File: config.mk
export PLATFORM = sky130hd
export DESIGN_NAME = gbuff_stream_reader_flat
export DESIGN_NICKNAME = d
export VERILOG_FILES = /design/src/rtl/gbuff_stream_reader_pkg.sv /design/src/rtl/gbuff_stream_reader_if.sv /design/src/rtl/gbuff_rd_fifo.sv /design/src/rtl/gbuff_stream_reader.sv /design/src/flat_wrapper.sv
export SDC_FILE = /design/constraint.sdc
export NUM_CORES = 1
export LEC_CHECK = 0
export CAP_MARGIN = 15
export CORE_MARGIN = 1
export CORE_UTILIZATION = 53
export DETAILED_ROUTE_END_ITERATION = 10
export PLACE_DENSITY_LB_ADDON = 0.12
export SETUP_SLACK_MARGIN = 0.5
export SKIP_LAST_GASP = 1
export SLEW_MARGIN = 30
export SYNTH_ARGS = -nofsm -noshare
export SYNTH_HDL_FRONTEND = slang
export SYNTH_SLANG_ARGS = --single-unit
export TNS_END_PERCENT = 20
File: constraint.sdc
create_clock -name clk -period 6.6 [get_ports clk]
set_input_delay 1.32 -clock clk [delete_from_list [all_inputs] [get_ports clk]]
set_output_delay 1.32 -clock clk [all_outputs]
set_load 0.005 [all_outputs]
File: src/rtl/gbuff_stream_reader_pkg.sv
// Shared types and constants for the global-buffer stream reader.
package gbuff_stream_reader_pkg;

  // Transfer sequencing states
  typedef enum logic [1:0] {
    ST_IDLE  = 2'd0,
    ST_RUN   = 2'd1,
    ST_FLUSH = 2'd2,
    ST_DONE  = 2'd3
  } state_e;

  // Capture FIFO depth; the issue throttle keeps occupancy at or below this
  localparam int FIFO_DEPTH = 2;

endpackage

File: src/rtl/gbuff_stream_reader_if.sv
// Control, global-buffer and output-stream signals of the stream reader.
interface gbuff_stream_reader_if #(
  parameter int ADDR_BITS = 8,
  parameter int DATA_BITS = 8,
  parameter int LEN_BITS  = 9
);
  // transfer control
  logic                   start;
  logic [ADDR_BITS-1:0]   base_addr;
  logic [ADDR_BITS-1:0]   stride;
  logic [LEN_BITS-1:0]    length;
  logic                   busy;
  logic                   done;
  // global buffer side
  logic                   gb_wr_en;
  logic                   gb_batch_mode;
  logic [ADDR_BITS+1:0]   gb_index;
  logic [4*DATA_BITS-1:0] gb_data_in;
  logic [4*DATA_BITS-1:0] gb_data_out;
  // output stream
  logic                   m_valid;
  logic                   m_ready;
  logic [4*DATA_BITS-1:0] m_data;
  logic                   m_last;

  // reader side
  modport master (
    input  start, base_addr, stride, length, gb_data_out, m_ready,
    output busy, done, gb_wr_en, gb_batch_mode, gb_index, gb_data_in,
           m_valid, m_data, m_last
  );

  // host / buffer / downstream side
  modport slave (
    output start, base_addr, stride, length, gb_data_out, m_ready,
    input  busy, done, gb_wr_en, gb_batch_mode, gb_index, gb_data_in,
           m_valid, m_data, m_last
  );
endinterface

File: src/rtl/gbuff_rd_fifo.sv
// Two-entry capture FIFO absorbing read data returned after the buffer latency.
module gbuff_rd_fifo
  import gbuff_stream_reader_pkg::*;
#(
  parameter int WIDTH = 32
) (
  input  logic             clk,
  input  logic             rst,
  input  logic             i_push,
  input  logic             i_pop,
  input  logic [WIDTH-1:0] i_data,
  output logic [WIDTH-1:0] o_head,
  output logic [1:0]       o_count
);
  logic [WIDTH-1:0] r_mem [FIFO_DEPTH];
  logic             r_wr_ptr;
  logic             r_rd_ptr;
  logic [1:0]       r_count;

  // Storage write; data is not reset, only pointers and count qualify it
  always_ff @(posedge clk) begin
    if (i_push) r_mem[r_wr_ptr] <= i_data;
  end

  // Pointer and occupancy tracking; push and pop in one cycle keep count
  always_ff @(posedge clk) begin
    if (rst) begin
      r_wr_ptr <= 1'b0;
      r_rd_ptr <= 1'b0;
      r_count  <= 2'd0;
    end else begin
      if (i_push) r_wr_ptr <= ~r_wr_ptr;
      if (i_pop)  r_rd_ptr <= ~r_rd_ptr;
      r_count <= r_count + {1'b0, i_push} - {1'b0, i_pop};
    end
  end

  assign o_head  = r_mem[r_rd_ptr];
  assign o_count = r_count;
endmodule

File: src/rtl/gbuff_stream_reader.sv
// Strided batch-mode reader for the 4-bank global buffer, streaming the
// returned words out over valid/ready.
module gbuff_stream_reader
  import gbuff_stream_reader_pkg::*;
#(
  parameter int ADDR_BITS = 8,
  parameter int DATA_BITS = 8,
  parameter int LEN_BITS  = 9
) (
  input logic                 clk,
  input logic                 rst,
  gbuff_stream_reader_if.master bus
);
  localparam int WORD_W = 4 * DATA_BITS;

  state_e                 r_state;
  logic                   r_busy;
  logic                   r_done;
  logic                   r_pending;
  logic [ADDR_BITS-1:0]   r_rd_addr;
  logic [ADDR_BITS-1:0]   r_stride;
  logic [LEN_BITS-1:0]    r_issue_left;
  logic [LEN_BITS-1:0]    r_beat_left;
  logic [ADDR_BITS+1:0]   r_gb_index;

  logic [WORD_W-1:0]      w_head;
  logic [1:0]             w_count;
  logic                   w_valid;
  logic                   w_pop;
  logic [2:0]             w_occ;
  logic                   w_issue;

  assign w_valid = (w_count != 2'd0);
  assign w_pop   = w_valid & bus.m_ready;
  // Occupancy once this cycle's pop and the in-flight read are accounted for
  assign w_occ   = {1'b0, w_count} - {2'b00, w_pop} + {2'b00, r_pending};
  assign w_issue = (r_state == ST_RUN) && (r_issue_left != '0) &&
                   (w_occ < 3'(FIFO_DEPTH));

  gbuff_rd_fifo #(.WIDTH(WORD_W)) u_fifo (
    .clk     (clk),
    .rst     (rst),
    .i_push  (r_pending),
    .i_pop   (w_pop),
    .i_data  (bus.gb_data_out),
    .o_head  (w_head),
    .o_count (w_count)
  );

  // Sequencing FSM with address generator and issue/beat counters
  always_ff @(posedge clk) begin
    if (rst) begin
      r_state      <= ST_IDLE;
      r_busy       <= 1'b0;
      r_done       <= 1'b0;
      r_pending    <= 1'b0;
      r_rd_addr    <= '0;
      r_stride     <= '0;
      r_issue_left <= '0;
      r_beat_left  <= '0;
      r_gb_index   <= '0;
    end else begin
      r_pending <= w_issue;
      if (w_issue) begin
        r_gb_index   <= {2'b00, r_rd_addr};
        r_rd_addr    <= r_rd_addr + r_stride;
        r_issue_left <= r_issue_left - LEN_BITS'(1);
      end
      if (w_pop) r_beat_left <= r_beat_left - LEN_BITS'(1);

      case (r_state)
        ST_IDLE: begin
          r_done <= 1'b0;
          if (bus.start) begin
            r_state      <= ST_RUN;
            r_busy       <= 1'b1;
            r_rd_addr    <= bus.base_addr;
            r_stride     <= bus.stride;
            r_issue_left <= bus.length;
            r_beat_left  <= bus.length;
          end
        end
        ST_RUN: begin
          if (r_issue_left == '0) r_state <= ST_FLUSH;
        end
        ST_FLUSH: begin
          // Leave as soon as the final beat handshakes (or none remain)
          if ((r_beat_left == '0) || ((r_beat_left == LEN_BITS'(1)) && w_pop)) begin
            r_state <= ST_DONE;
            r_done  <= 1'b1;
          end
        end
        ST_DONE: begin
          r_state <= ST_IDLE;
          r_done  <= 1'b0;
          r_busy  <= 1'b0;
        end
        default: r_state <= ST_IDLE;
      endcase
    end
  end

  assign bus.busy          = r_busy;
  assign bus.done          = r_done;
  assign bus.gb_wr_en      = 1'b0;
  assign bus.gb_batch_mode = 1'b1;
  assign bus.gb_data_in    = '0;
  assign bus.gb_index      = w_issue ? {2'b00, r_rd_addr} : r_gb_index;
  assign bus.m_valid       = w_valid;
  assign bus.m_data        = w_valid ? w_head : '0;
  assign bus.m_last        = w_valid && (r_beat_left == LEN_BITS'(1));
endmodule
File: src/flat_wrapper.sv
// flat-port wrapper written by rule: the top's interface ports become plain ports
module gbuff_stream_reader_flat import gbuff_stream_reader_pkg::*;
#(
  parameter int ADDR_BITS = 8,
  parameter int DATA_BITS = 8,
  parameter int LEN_BITS  = 9
)
  (clk, rst, bus_start, bus_base_addr, bus_stride, bus_length, bus_gb_data_out, bus_m_ready, bus_busy, bus_done, bus_gb_wr_en, bus_gb_batch_mode, bus_gb_index, bus_gb_data_in, bus_m_valid, bus_m_data, bus_m_last);
  gbuff_stream_reader_if #(.ADDR_BITS(ADDR_BITS), .DATA_BITS(DATA_BITS), .LEN_BITS(LEN_BITS)) bus_i ();
  input logic clk;
  input logic rst;
  input wire logic [$bits(bus_i.start)-1:0] bus_start;
  input wire logic [$bits(bus_i.base_addr)-1:0] bus_base_addr;
  input wire logic [$bits(bus_i.stride)-1:0] bus_stride;
  input wire logic [$bits(bus_i.length)-1:0] bus_length;
  input wire logic [$bits(bus_i.gb_data_out)-1:0] bus_gb_data_out;
  input wire logic [$bits(bus_i.m_ready)-1:0] bus_m_ready;
  output wire logic [$bits(bus_i.busy)-1:0] bus_busy;
  output wire logic [$bits(bus_i.done)-1:0] bus_done;
  output wire logic [$bits(bus_i.gb_wr_en)-1:0] bus_gb_wr_en;
  output wire logic [$bits(bus_i.gb_batch_mode)-1:0] bus_gb_batch_mode;
  output wire logic [$bits(bus_i.gb_index)-1:0] bus_gb_index;
  output wire logic [$bits(bus_i.gb_data_in)-1:0] bus_gb_data_in;
  output wire logic [$bits(bus_i.m_valid)-1:0] bus_m_valid;
  output wire logic [$bits(bus_i.m_data)-1:0] bus_m_data;
  output wire logic [$bits(bus_i.m_last)-1:0] bus_m_last;
  assign bus_i.start = bus_start;
  assign bus_i.base_addr = bus_base_addr;
  assign bus_i.stride = bus_stride;
  assign bus_i.length = bus_length;
  assign bus_i.gb_data_out = bus_gb_data_out;
  assign bus_i.m_ready = bus_m_ready;
  assign bus_busy = bus_i.busy;
  assign bus_done = bus_i.done;
  assign bus_gb_wr_en = bus_i.gb_wr_en;
  assign bus_gb_batch_mode = bus_i.gb_batch_mode;
  assign bus_gb_index = bus_i.gb_index;
  assign bus_gb_data_in = bus_i.gb_data_in;
  assign bus_m_valid = bus_i.m_valid;
  assign bus_m_data = bus_i.m_data;
  assign bus_m_last = bus_i.m_last;
  gbuff_stream_reader #(.ADDR_BITS(ADDR_BITS), .DATA_BITS(DATA_BITS), .LEN_BITS(LEN_BITS)) u_core (.clk(clk), .rst(rst), .bus(bus_i));
endmodule
Word-level counts from Yosys, hierarchy flattened
Memory sizes are Yosys's and may differ from the RTL's. A register that Yosys moved wholly into a read port is not among the register bits.
Cells that the tools add are included.
{ "classes": {"add_sub_neg": 7, "mul": 0, "div": 0, "magnitude_cmp": 1, "n_eq_ne": 7, "n_shift": 0, "mux": 23, "bitwise_logic": 3, "reduce_logical": 17} }
{ "ops": {"columns": ["operator", "count"], "rows": [
  ["$mux 9", 6],
  ["$mux 32", 1],
  ["$mux 8", 3],
  ["$logic_not 9->1", 2],
  ["$sub 9x1->9 const B", 2],
  ["$mux 10", 1],
  ["$eq 9x1->1 const B", 1],
  ["$reduce_bool 9->1", 1],
  ["$add 8x8->8", 1],
  ["$pmux 2 s4", 1],
  ["$mux 1", 6],
  ["$mux 2", 3],
  ["$reduce_and 2->1", 3],
  ["$reduce_bool 2->1", 3],
  ["$eq 2x2->1 const B", 2],
  ["$logic_and 1x1->1", 4],
  ["$ne 2x2->1 const B", 2],
  ["$pmux 1 s2", 2],
  ["$add 3x1->3", 1],
  ["$lt 3x2->1 const B", 1],
  ["$reduce_and 3->1", 1],
  ["$sub 2x1->3", 1],
  ["$add 2x1->2", 1],
  ["$eq 2x1->1 const B", 1],
  ["other kinds (7)", 8]
]} }
{ "word_totals": {"regBits": 53, "latch_bits": 0, "ram_bits": 64, "rom_bits": 0, "in_bits": 61, "output_inout_bits": 80, "wordCells": 71, "mem_count": 1} }
{ "memory_table": {"columns": ["name", "depth", "width", "rd", "rd_clocked_by_memory_dff", "write_ports", "line_no", "rtl"], "rows": [
  ["u_core.u_fifo.r_mem", 2, 32, 1, 1, 1, "gbuff_rd_fifo.sv:15", "logic [WIDTH-1:0] r_mem [FIFO_DEPTH];"]
]} }

Depth between registers and ports, before layout
Gate-level depths: netlist of run 1.
{ "logic_depth": {"ltp_word": 9, "depth_mapped": 12, "depth_no_buf": 10} }

By module
A second synthesis of run 1 with hierarchy kept.
{ "hier_totals": {"hier_cells": 491, "area_unflattened_um2": 5731.7} }
{ "modules_own_cells": {"columns": ["mod", "n_inst", "cells_each", "area_per_inst_um2", "seq_area_each_um2"], "rows": [
  ["gbuff_stream_reader", 1, 372, 3059.2, 980.9],
  ["gbuff_rd_fifo", 1, 119, 2672.6, 2021.9]
]} }

Least setup slack after synthesis of run 1
OpenSTA, ideal clock, no wires.
{ "synth_path": {"path_kind": "in2out", "startpoint": "in bus_m_ready", "endpoint": "out bus_gb_index[3]", "arrival_ns": 3.204, "t_required_ns": 5.280, "setup_slack_ns": 2.076, "path_stages": 9, "path_buffers": 1, "cell_sequence": "o21ai_2 -> or2_2 -> nand2_1 -> ha_1 -> fa_1 -> nor3b_2 -> nand2_1 -> buf_2 -> mux2_1"} }
{ "synth_via": {"elab_chain_cells": 6} }
{ "synth_lines": {"columns": ["item", "line_no", "rtl"], "rows": [
  ["start: declaration", "flat_wrapper.sv:17", "input wire logic [$bits(bus_i.m_ready)-1:0] bus_m_ready;"],
  ["$and 1x1->1", "gbuff_stream_reader.sv:34", "assign w_pop = w_valid & bus.m_ready;"],
  ["$sub 2x1->3", "gbuff_stream_reader.sv:36", "assign w_occ = {1'b0, w_count} - {2'b00, w_pop} + {2'b00, r_pending};"],
  ["$add 3x1->3", "gbuff_stream_reader.sv:36", null],
  ["via u_core.w_occ[1]", "gbuff_stream_reader.sv:30", "logic [2:0] w_occ;"],
  ["$lt 3x2->1", "gbuff_stream_reader.sv:38", "(w_occ < 3'(FIFO_DEPTH));"],
  ["$logic_and 1x1->1", "gbuff_stream_reader.sv:37", "assign w_issue = (r_state == ST_RUN) && (r_issue_left != '0) &&"],
  ["$mux 10", "gbuff_stream_reader.sv:108", "assign bus.gb_index = w_issue ? {2'b00, r_rd_addr} : r_gb_index;"],
  ["end: declaration", "flat_wrapper.sv:22", "output wire logic [$bits(bus_i.gb_index)-1:0] bus_gb_index;"]
]} }
The timed path passes the listed nets, and every way through them passes these cells.

Final worst setup path of run 1
{ "layout_path": {"startpoint": "in bus_m_ready", "endpoint": "out bus_gb_index[7]"} }
Same word-level chain as after synthesis.

==> metrics, run 1 <==
die width=about 100 um; drt wl/cell=approximately 15 um; largest net degree at the start of global routing=34; critical path type=in2out; Max Fclk=between 150 and 200 MHz; Overflow after GRT=0; Port Buf Inserts=between 100 and 150; Worst Tran Pin Value=just over 0.9 ns; core outline area=9819 um^2; vias per inst=approximately 5.2; Synth area leader=edfxtp_1; top cell type's share of synthesized area=0.3554; postcts setup bufs=0; via count=approximately 3,900; initial DRC count=~160; endpoint arrival time on the critical path=4.49 ns; DRC Markers=0; Layout fillers=between 700 and 800; Lkg Pwr=2.615 nW; Root Driver=clkbuf_8; Unique masters post-synth=53; Cell Area, Synth=roughly 5400 um^2; Hold Path Class=reg2reg; Mapped Cells=a little under 500; Critical Path, Cell by Cell=clkdlybuf4s50_1 > o21ai_2 > or2_2 > nand2_1 > ha_1 > fa_1 > nor3b_2 > nand2_2 > mux2_1 > clkdlybuf4s50_1; final layout net count=just under 700; crit path max fanout=22; worst vdd ir=299.5 uV; Yosys reg bits=approximately 120; final hold viol count=0; Setup TNS=0 ns; fin crit period=5.814 ns; Most Frequent Cell on Critical Path=clkdlybuf4s50_1; share of cells above drive strength 1=0.07061; EDFF count, synth=64; total CTS buffers=17; vias in the first global route=between 3,000 and 4,000; first-pass GRT wire length=around 17,000 um; worst endpoint required time=between 5 and 6 ns; HPWL Detailed=just over 7000 um; Starting Density=0.5507; clk buf depth=2; Die Area=10,610 um^2; clk sinks=about 120; Worst slew margin=0.3923; Slowest-stage cell, CP=clkdlybuf4s50_1; initial antenna violation count=0; Max-Cap Viols=0; RSZ-0062 raised after global routing=false; sequential-to-total area share from yosys stat=0.5553; status=completed; Post-Syn Area per Cell=between 10 and 15 um^2; Sequential Area=about 3000 um^2; WL final=about 11,000 um; Async SR Flop Fraction=0; DRT Pass-1 Iters=4; GRT Util Overall=0.2160; Area growth syn-to-layout=29.80%; Worst Setup Start Kind=input port; final std cells w/o fill=approximately 740; Worst Setup End Kind=primary output; H-tree depth=4; fin crit share=0.8809; slowest stage delay, CP=0.53 ns; area of the multi-input gates=approximately 2100 um^2; Antenna Cells=0; top post-synthesis cells by area=edfxtp_1 (36%), dfxtp_1 (20%), mux2i_1 (6.5%), buf_4 (4.7%), nor2_1 (3.8%); CTS tree=yes; Pins Over Slew Limit=0; Die Ht=around 100 um; antenna viol nets, final=0; Syn. warnings=0; RePlAce Congestion=between 0.8 and 0.9; Final setup viols=0; clock skew=about 0.0066 ns; number of core rows=36; Top FF cell, synth=edfxtp_1; Cells after DPL=~700; PD cells=418.1 nW/um^2; later-pin clock latency in the skew report=about 0.51 ns; # IOs=~140; Reg clk slew, reported paths=around 0.060 ns
==> layout make-up <==
cell class,count,area share
Sequential cell,118,0.4283
Multi-Input combinational cell,332,0.3041
Timing Repair Buffer,111,0.1565
Clock buffer,17,0.05900
Tap cell,133,0.02371
Clock inverter,15,0.01979
Inverter,16,0.008556
==> what timing repair did <==
action                                  CTS  global route
endpoints found under the setup margin    0            10
resized for setup                         0             1
hold buffers                              0             0
==> sequential cells by signal, indices dropped and copies added, names as in the netlist, named ones only <==
| register | flops |
|---|---|
| u_core.r_issue_left | 9 |
| u_core.u_fifo.r_rd_ptr | 1 |
| u_core.r_state | 2 |
| u_core.bus.busy | 1 |
| u_core.r_rd_addr | 8 |
| u_core.u_fifo.r_mem | 64 |
| u_core.u_fifo.o_count | 2 |
| u_core.u_fifo.r_wr_ptr | 1 |
| u_core.r_pending | 1 |
| u_core.bus.done | 1 |
| u_core.r_beat_left | 9 |
| u_core.r_stride | 8 |
| u_core.r_gb_index | 10 |
==> layer usage <==
| metal | track usage | share of wire |
|---|---|---|
| met4 | 0.09534 | 0.012 |
| met2 | 0.3544 | 0.50 |
| met1 | 0.2668 | 0.44 |
| met5 | 0 | 0 |
| met3 | 0.06102 | 0.055 |
==> critical path: cells and delay by family <==
family          cells  cell delay (ns)
compound gates      1             0.14
mux                 1             0.45
simple gates        4             0.97
fa+ha+maj           2             0.62
buf+inv             2             0.98
==> metrics by stage <==
step / area [um^2] / setup slack, ns / utilization / hold slack (ns) / power (mW)
after detailed placement: 6461 / 0.5728 / 0.6580 / 0.4583 / 2.098
after global routing: 7019 / 0.5785 / 0.7148 / 0.4943 / 3.119
after floorplan: 5528 / 2.076 / - / 0.4406 / 1.682
final: 7019 / 0.7858 / 0.7148 / 0.4646 / 2.934
after global placement: 6459 / 0.6541 / 0.6577 / 0.4486 / 2.060
after CTS: 7014 / 0.5039 / 0.7143 / 0.4682 / 2.957
==> placed cells by master (no fill, tap or decap), types with 6 or more instances in the layout <==
cell type,n
clkdlybuf4s50_1,106
edfxtp_1,64
nor2_1,53
dfxtp_1,53
mux2i_1,35
conb_1,34
nand2_1,33
a21oi_1,32
inv_1,16
clkbuf_16,16
o21ai_0,15
ha_1,15
and2_1,13
xor2_1,12
xnor2_1,8
nand3_1,8
mux2_1,8
nor3_1,7
and3_1,6
==> kinds of logic (layout without fill, tap and decap cells) <==
logic type / Yosys count / after routing / share of synthesized area
AO/OA/AOI/OAI: 75 / 75 / 0.08630
XOR/XNOR: 20 / 20 / 0.03239
adder cells (fa/ha/maj): 17 / 17 / 0.04211
buffers and inverters: 73 / 159 / 0.07496
flip-flops: 118 / 118 / 0.5553
multiplexers: 43 / 43 / 0.08145
other: 2 / 34 / 0.001389
AND/OR/NAND/NOR: 143 / 143 / 0.1261
==> cells in the mapped netlist, types with 2 or more instances <==
master	count
nor4b_1	2
conb_1	2
nand3_1	8
o211ai_1	3
a21oi_1	32
and3_1	6
edfxtp_1	64
mux2i_1	35
o2111ai_1	2
nor2b_1	6
xor2_1	12
buf_2	3
dfxtp_1	54
ha_1	15
or4b_1	2
a311oi_1	4
inv_1	16
a21o_1	2
and2_1	13
nor3_1	7
clkbuf_1	17
nand4_1	2
buf_4	34
fa_1	2
buf_1	3
xnor2_1	8
nand2_1	34
a211oi_1	3
nor2_1	55
o21ai_0	15
mux2_1	8
==> power by group <==
part | total [mW] | leakage (nW) | internal, mW | switching [mW]
combinational | 1.04 | 1.33 | 0.521 | 0.521
sequential | 1.05 | 1.02 | 0.918 | 0.128
clock | 0.846 | 0.262 | 0.529 | 0.317
total | 2.93 | 2.62 | 1.97 | 0.967
==> final timing paths <==
check,from,endpoint,slack (ns),depth (start not counted)
hold / removal,u_core.r_stride[3]$_SDFFE_PP0P_,u_core.r_stride[3]$_SDFFE_PP0P_,0.46,2
setup reg to reg,u_core.u_fifo.o_count[1]$_SDFF_PP0_,u_core.r_gb_index[2]$_SDFF_PP0_,3.62,10
setup / recovery,bus_m_ready,bus_gb_index[7],0.79,10
hold reg to reg,u_core.r_stride[3]$_SDFFE_PP0P_,u_core.r_stride[3]$_SDFFE_PP0P_,0.46,2
Power figures use the tool's default switching activity.
==> inputs of run 2 (changes only) <==
CAP_MARGIN = 20   (was 15)
==> results of run 2 <==
No change in the layout: final DEF, timing and power equal those of run 1.
